### config.mk
export PLATFORM = sky130hd
export DESIGN_NAME = dmem_write_buffer
export DESIGN_NICKNAME = d
export VERILOG_FILES = /design/src/rtl/dmem_write_buffer.sv
export SDC_FILE = /design/constraint.sdc
export NUM_CORES = 1
export LEC_CHECK = 0
export BUFFER_PORTS_ARGS = -buffer_cell sky130_fd_sc_hd__buf_2
export CAP_MARGIN = 5
export CORE_MARGIN = 5
export CORE_UTILIZATION = 50
export CTS_CLUSTER_DIAMETER = 60
export DETAILED_ROUTE_END_ITERATION = 16
export PLACE_DENSITY = 0.69
export SETUP_SLACK_MARGIN = 0.1
export SKIP_CTS_REPAIR_TIMING = 1
export SYNTH_ARGS = -nofsm -noshare
export SYNTH_HDL_FRONTEND = slang
export SYNTH_SLANG_ARGS = --single-unit
### constraint.sdc
create_clock -name clock -period 15.7 [get_ports clock]
set_input_delay 2.355 -clock clock [delete_from_list [all_inputs] [get_ports clock]]
set_output_delay 2.355 -clock clock [all_outputs]
set_load 0.05 [all_outputs]
### src/rtl/dmem_write_buffer.sv
// dmem_write_buffer: posted-store buffer between the core's MEM stage and a
// slow data memory. Stores queue up and drain oldest-first; loads that hit a
// queued store are forwarded combinationally, and loads that miss stall the
// core until memory returns data.
module dmem_write_buffer #(
  parameter int DEPTH = 4,
  parameter int AW    = 16,
  parameter int DW    = 16
) (
  input  logic          clock,
  input  logic          reset,
  input  logic [AW-1:0] cpu_addr,
  input  logic [DW-1:0] cpu_wdata,
  input  logic          cpu_write,
  input  logic          cpu_read,
  output logic [DW-1:0] cpu_rdata,
  output logic          cpu_stall,
  output logic [AW-1:0] mem_addr,
  output logic [DW-1:0] mem_wdata,
  output logic          mem_write,
  output logic          mem_read,
  input  logic [DW-1:0] mem_rdata,
  input  logic          mem_ready
);

  localparam int PW = $clog2(DEPTH);
  localparam int CW = $clog2(DEPTH + 1);

  localparam logic [1:0] ST_IDLE  = 2'd0;
  localparam logic [1:0] ST_DRAIN = 2'd1;
  localparam logic [1:0] ST_READ  = 2'd2;
  localparam logic [1:0] ST_RDONE = 2'd3;

  logic [AW-1:0] addr_q [DEPTH];
  logic [DW-1:0] data_q [DEPTH];
  logic [PW-1:0] head;
  logic [PW-1:0] tail;
  logic [CW-1:0] count;
  logic [1:0]    state;
  logic [DW-1:0] rdata_q;

  logic          full;
  logic          empty;
  logic          load_req;
  logic          hit;
  logic [DW-1:0] hit_data;
  logic          read_miss;
  logic          accept;
  logic          drain_done;

  assign full       = (count == CW'(DEPTH));
  assign empty      = (count == '0);
  assign load_req   = cpu_read && !cpu_write;
  assign read_miss  = load_req && !hit;
  assign accept     = cpu_write && !full;
  assign drain_done = (state == ST_DRAIN) && mem_ready;

  // Scan valid entries oldest to youngest so the youngest matching store wins;
  // the entry being drained stays valid until its write completes.
  always_comb begin
    logic [PW-1:0] idx;
    idx      = '0;
    hit      = 1'b0;
    hit_data = '0;
    for (int i = 0; i < DEPTH; i++) begin
      idx = head + PW'(i);
      if ((CW'(i) < count) && (addr_q[idx] == cpu_addr)) begin
        hit      = 1'b1;
        hit_data = data_q[idx];
      end
    end
  end

  // Stall for a store into a full buffer (even if a drain finishes this cycle)
  // and for a load miss until its RDONE cycle delivers the data.
  always_comb begin
    cpu_stall = (cpu_write && full) || (read_miss && (state != ST_RDONE));
    cpu_rdata = '0;
    if (load_req) begin
      if (state == ST_RDONE) begin
        cpu_rdata = rdata_q;
      end else if (hit) begin
        cpu_rdata = hit_data;
      end
    end
  end

  // Store FIFO: enqueue at tail on accept, retire head when its write completes.
  always_ff @(posedge clock or posedge reset) begin
    if (reset) begin
      head  <= '0;
      tail  <= '0;
      count <= '0;
      for (int i = 0; i < DEPTH; i++) begin
        addr_q[i] <= '0;
        data_q[i] <= '0;
      end
    end else begin
      if (accept) begin
        addr_q[tail] <= cpu_addr;
        data_q[tail] <= cpu_wdata;
        tail         <= tail + PW'(1);
      end
      if (drain_done) begin
        head <= head + PW'(1);
      end
      case ({accept, drain_done})
        2'b10:   count <= count + CW'(1);
        2'b01:   count <= count - CW'(1);
        default: count <= count;
      endcase
    end
  end

  // Memory port sequencer; a pending read miss wins over starting a drain, but
  // never interrupts a write already in flight. Port outputs are registered.
  always_ff @(posedge clock or posedge reset) begin
    if (reset) begin
      state     <= ST_IDLE;
      mem_write <= 1'b0;
      mem_read  <= 1'b0;
      mem_addr  <= '0;
      mem_wdata <= '0;
      rdata_q   <= '0;
    end else begin
      case (state)
        ST_IDLE: begin
          if (read_miss) begin
            state    <= ST_READ;
            mem_read <= 1'b1;
            mem_addr <= cpu_addr;
          end else if (!empty) begin
            state     <= ST_DRAIN;
            mem_write <= 1'b1;
            mem_addr  <= addr_q[head];
            mem_wdata <= data_q[head];
          end
        end
        ST_DRAIN: begin
          if (mem_ready) begin
            state     <= ST_IDLE;
            mem_write <= 1'b0;
          end
        end
        ST_READ: begin
          if (mem_ready) begin
            state    <= ST_RDONE;
            mem_read <= 1'b0;
            rdata_q  <= mem_rdata;
          end
        end
        ST_RDONE: begin
          state <= ST_IDLE;
        end
        default: begin
          state <= ST_IDLE;
        end
      endcase
    end
  end

endmodule

**Yosys cells after proc, flatten, opt, wreduce, memory -nomap -nowiden**

Index checks and enable logic that the tools add are counted.

- $add $sub $neg: 6
- Multiply operators: 0
- Div/mod/pow operators: 0
- $lt $le $gt $ge: 10
- Equal/unequal tests: 18
- Shifts and indexed selects: 0
- Muxes and demuxes: 53
- Bitwise logic cells: 7
- Reductions and logical operators: 26

Operator list:

| operator | count |
|---|---|
| $mux W16 | 26 |
| $bmux W16 S2 | 8 |
| $bwmux W64 | 2 |
| $eq A16 B16 Y1 | 4 |
| $demux W16 S2 | 1 |
| $ge A3 B3 Y1 const B | 5 |
| $not A2 Y3 | 5 |
| $ne A2 B2 Y1 const B | 6 |
| $logic_and A1 B1 Y1 | 11 |
| $reduce_and A3 Y1 | 3 |
| $mux W1 | 8 |
| $mux W2 | 4 |
| $pmux W2 S4 | 1 |
| $eq A2 B2 Y1 const B | 3 |
| $lt A1 B3 Y1 const A | 2 |
| $lt A2 B3 Y1 const A | 2 |
| $pmux W3 S2 | 1 |
| $reduce_bool A2 Y1 | 3 |
| $add A2 B1 Y2 const B | 2 |
| $add A2 B2 Y2 const B | 2 |
| $eq A2 B1 Y1 const B | 2 |
| $pmux W1 S2 | 2 |
| $reduce_and A2 Y1 | 2 |
| $reduce_and A4 Y1 | 1 |
| other kinds (11) | 14 |

- Bits in registers: 187
- Bits in latches: 0
- Memory bits (writable): 0
- Bits in read-only memories: 0
- Input bits: 53
- Output and inout bits: 51
- Word-level logic and storage cells: 137
- Memories kept: 0

**Longest topological paths before layout**

- Word-level depth: 14
- Mapped depth: 15
- Depth with buffers taken out: 8

**Worst setup path after synthesis**

No wires, ideal clock.

- Kind: input-to-output
- Start point: input port cpu_addr[8]
- End point: output port cpu_rdata[0]
- Arrival time: 5.193 ns
- Required time: 13.345 ns
- Path slack: 8.152 ns
- Cell stages on the path: 9
- Buffers on the path: 1
- Cell sequence: clkbuf_1 -> nand2_1 -> mux2i_1 -> a21oi_1 -> or4b_4 -> nor2_8 -> nor3_2 -> or3b_4 -> o21ai_0

- Word-level cells in the longest chain between the ends: 9
- Elaborated cells on any way between the ends: 19
- Those cells by class: eq/ne (4); mux (11); reduce/logical (4)

RTL lines:

| element | line | text |
|---|---|---|
| from (decl) | 12 | `input logic [AW-1:0] cpu_addr,` |
| $eq A16 B16 Y1 | 67 | `if ((CW'(i) < count) && (addr_q[idx] == cpu_addr)) begin` |
| $logic_and A1 B1 Y1 | 67 |  |
| $mux W16 / $mux W1 (equally long branches) (4 in series) | 67 |  |
| $mux W16 (*) | 82 | `end else if (hit) begin` |
| $mux W16 (*) | 80 | `if (state == ST_RDONE) begin` |
| $mux W16 (*) | 79 | `if (load_req) begin` |
| to (decl) | 16 | `output logic [DW-1:0] cpu_rdata,` |

Mark *: on every way between the ends. The rest lies on a longest branch, timed or not.

**Worst setup path after layout**

- Start point: register head[1]
- End point: output port cpu_rdata[14]

- Word-level cells in the longest chain between the ends: 13
- Elaborated cells on any way between the ends: 50
- Those cells by class: add/sub (3); eq/ne (4); mux (35); bitwise (4); reduce/logical (4)

RTL lines:

| element | line | text |
|---|---|---|
| from (decl) | 36 | `logic [PW-1:0] head;` |
| from (signal assigned) | 105 | `head <= head + PW'(1);` |
| $add A2 B1 Y2 / $not A2 Y3 (equally long branches) | 66, 67, 69 |  |
| $not A2 Y3 (not written as such) / $bmux W16 S2 (equally long branches) | 67, 69 |  |
| $bmux W16 S2 / $mux W16 (equally long branches) | 67 |  |
| $mux W16 (not written as such) | 67 |  |
| $mux W16 (not written as such) / $eq A16 B16 Y1 (equally long branches) | 67 |  |
| $eq A16 B16 Y1 / $logic_and A1 B1 Y1 (equally long branches) | 67 |  |
| $logic_and A1 B1 Y1, or another cell as far along | 67 |  |
| $mux W16 / $mux W1 (equally long branches) (3 in series) | 67 |  |
| $mux W16 (*) | 82 |  |
| $mux W16 (*) | 80 |  |
| $mux W16 (*) | 79 |  |

Mark *: on every way between the ends. The rest lies on a longest branch, timed or not. The select of a mux whose other input is x is not followed.

==> metrics.cfg <==
[worst_hold_path]
hp-class = reg2reg

[synthesis]
synth_cell_type_count = 64
ys.flop_type = dfrtp_1
ys_top_cells_by_count = dfrtp_1, nand2_1, mux2_2
syn_nets = 1170
synth_area_leaders = dfrtp_1, mux2_2, mux4_2
synth_edf_count = 0
synth-seq-cells = 187
synth.top_cell.area_share_pct = 39.5
post_synth.cell_area_avg_um2 = 10.7
synthArstFlopShare_pct = 100
yosys.area.top_type = dfrtp_1
yosysMostFrequentCell = dfrtp_1
netlist_instances = 1109
yosysWarnings = 0
ys_seq_area_share_pct = 39.5
synth_area_um2 = 11800

[sta]
period_minus_slack_ns = 8.04
relSlewSlack_pct = 20.8
period_share_pct = 51.2
setup_violations = 0
worstMarginPinSlew_ns = 1.18
finalHoldViolations = 0
rsz0062_at_grt = no
maxSlewViolCount = 0
fin_tns_setup_ns = 0
max_clock_freq_mhz = 124
clock_skew_ns = 0.0125

[clocking]
clk_pin_slew_ns = 0.07
clockRootBuffer = clkbuf_16
cts_max_level = 4
cts_sinks = 187
clock_path_buffers = 2
cts_tree = built
clk_latency_ns = 0.44
cts_buffers = 17

[layout]
drive_gt1_share_pct = 30.0
final_cells = 1493
nFillCells = 2061
synthToLayoutAreaGrowth_pct = 9.75
multi_input_area_um2 = 6550
fin_nets = 1221
seq_area_um2 = 4690

[routing]
drc_errors = 0
dr.pass1.iters = 5
drt_iter0_markers = 602
routedWlPerCell_um = 20.3
dr.max_layer_used = met5
via_per_inst = 5.96
ant_nets = 0
wl_met2_um = 13000
route.layer.met1.wl_um = 14300
routed_wl_um = 30300
num_vias = 8896
route.met3.wl_um = 2190

[placement]
dpl.hpwl_um = 20900
placed_cells = 1460
portBuffers = 103
place_congestion = 0.845

[floorplanning]
die_w_um = 164
coreArea_um2 = 23400
die_area_um2 = 26800
rows = 56
die_h_um = 164
start_util_pct = 50.6
ios = 104

[power_and_ir_drop]
power.leakage_uw = 0.00548
ir_worst_vdd_v = 0.000121
p_per_area_nw_per_um2 = 240

[critical_path]
cpPeakStageDelay_ns = 0.78
required_ns = 13.35
critPathTopFamily = buffers and inverters
worst_path_max_delay_cell = buf_4
start_kind = flop
critPathMaxFanout = 62
cp_num_buf_inv = 4
critPathKind = reg2out
cp_common_cell = buf_4
cp-end-kind = output port
crit_chain = buf_4, buf_4, mux4_2, xnor2_1, nand4_1, nor4_1, and4b_1, buf_4, nor3_2, or3b_4, o21ai_0, buf_2
crit_arrival_ns = 5.69

[status]
status = complete, no violations

[global_routing]
grt_pass1_wl_um = 48300
antenna_found_initial = 5
grt_overflow_total = 0
first_global_vias = 8395
grt_usage_pct = 23.1
grt_max_degree = 108

[run]
drv_cap = 0

flip-flops by register name, indices dropped and copies added (netlist names):
name       cells
addr_q        64
data_q        64
mem_addr      16
mem_wdata     16
rdata_q       16
count          3
head           2
state          2
tail           2
mem_read       1
mem_write      1
path summary, 6_finish.rpt:
path                                     from       endpoint  slack, ns  cells after the start
worst max register to register        head[1]  mem_wdata[13]      10.08                     10
min in group asynchronous               reset     addr_q[45]       1.91                      2
worst min register to register  mem_wdata[10]  mem_wdata[10]       0.51                      1
max in group asynchronous               reset   mem_wdata[1]      12.41                      3
worst min-delay path            mem_wdata[10]  mem_wdata[10]       0.51                      1
worst max-delay path                  head[1]  cpu_rdata[14]       7.66                     12
routing by layer:
metal	GRT usage, %	vias to the layer above
met4	6.79	8
met5	0	-
met1	35.3	4411
met3	4.89	50
li1	-	4148
met2	33.3	279
power by group:
group / switching, uW / leakage, uW / internal [uW]
Clock: 210 / 0.000285 / 213
Sequential: 254 / 0.00225 / 725
Combinational: 932 / 0.00294 / 784
metrics by stage:
step	util (%)	hold slack, ns	setup slack [ns]	total power, uW	area (um^2)
floorplan	-	0.479	8.15	2320	11800
global placement	53.0	0.492	8.04	2650	12400
detailed placement	53.0	0.499	8.02	2690	12400
CTS	55.5	0.515	7.69	3120	13000
global route	55.5	0.521	7.34	3340	13000
finish	55.5	0.513	7.66	3120	13000
final cells by class:
| class | instances | area share [%] |
|---|---|---|
| Multi-Input combinational cell | 797 | 50.4 |
| Antenna cell | 1 | 0.0193 |
| Clock buffer | 18 | 3.30 |
| Timing Repair Buffer | 116 | 4.72 |
| Sequential cell | 187 | 36.1 |
| Tap cell | 319 | 3.07 |
| Clock inverter | 14 | 1.15 |
| Inverter | 41 | 1.22 |
cells in the final DEF, fill, tap and decap left out, drive strengths merged, types with 8 or more instances in the layout:
cell type / netlist / routed
a221oi: 16 / 16
nand3: 9 / 9
mux4: 50 / 50
a211oi: 17 / 17
a21oi: 26 / 26
mux2i: 61 / 61
inv: 38 / 46
nor2: 46 / 46
o31ai: 16 / 16
nor4: 9 / 9
o21ai: 116 / 116
buf: 35 / 116
mux2: 133 / 133
nand2: 128 / 128
ha: 8 / 8
clkinv: 3 / 9
a22oi: 15 / 15
clkbuf: 49 / 18
nor3: 21 / 21
xnor2: 61 / 61
nor3b: 16 / 16
dfrtp: 187 / 187
worst register-to-register path, cell delays in order, from the launching register on:
cell,delay (ns)
dfrtp_4,0.71
buf_4,0.78
buf_4,0.77
mux4_2,0.47
xnor2_1,0.20
nand4_1,0.23
nor3_1,0.19
nand2_1,0.43
nor3b_2,0.37
a21oi_4,0.93
mux2_2,0.43
cell families (layout without fill, tap and decap cells):
group,after synthesis,after routing,synth area share (%)
simple gates,257,257,10.4
mux,244,244,27.6
compound gates,227,227,11.8
flops,187,187,39.5
buf+inv,125,189,5.24
xor+xnor,61,61,4.51
fa+ha+maj,8,8,0.846
other cells,0,1,0
No activity file was read; power rests on OpenSTA's default activity.
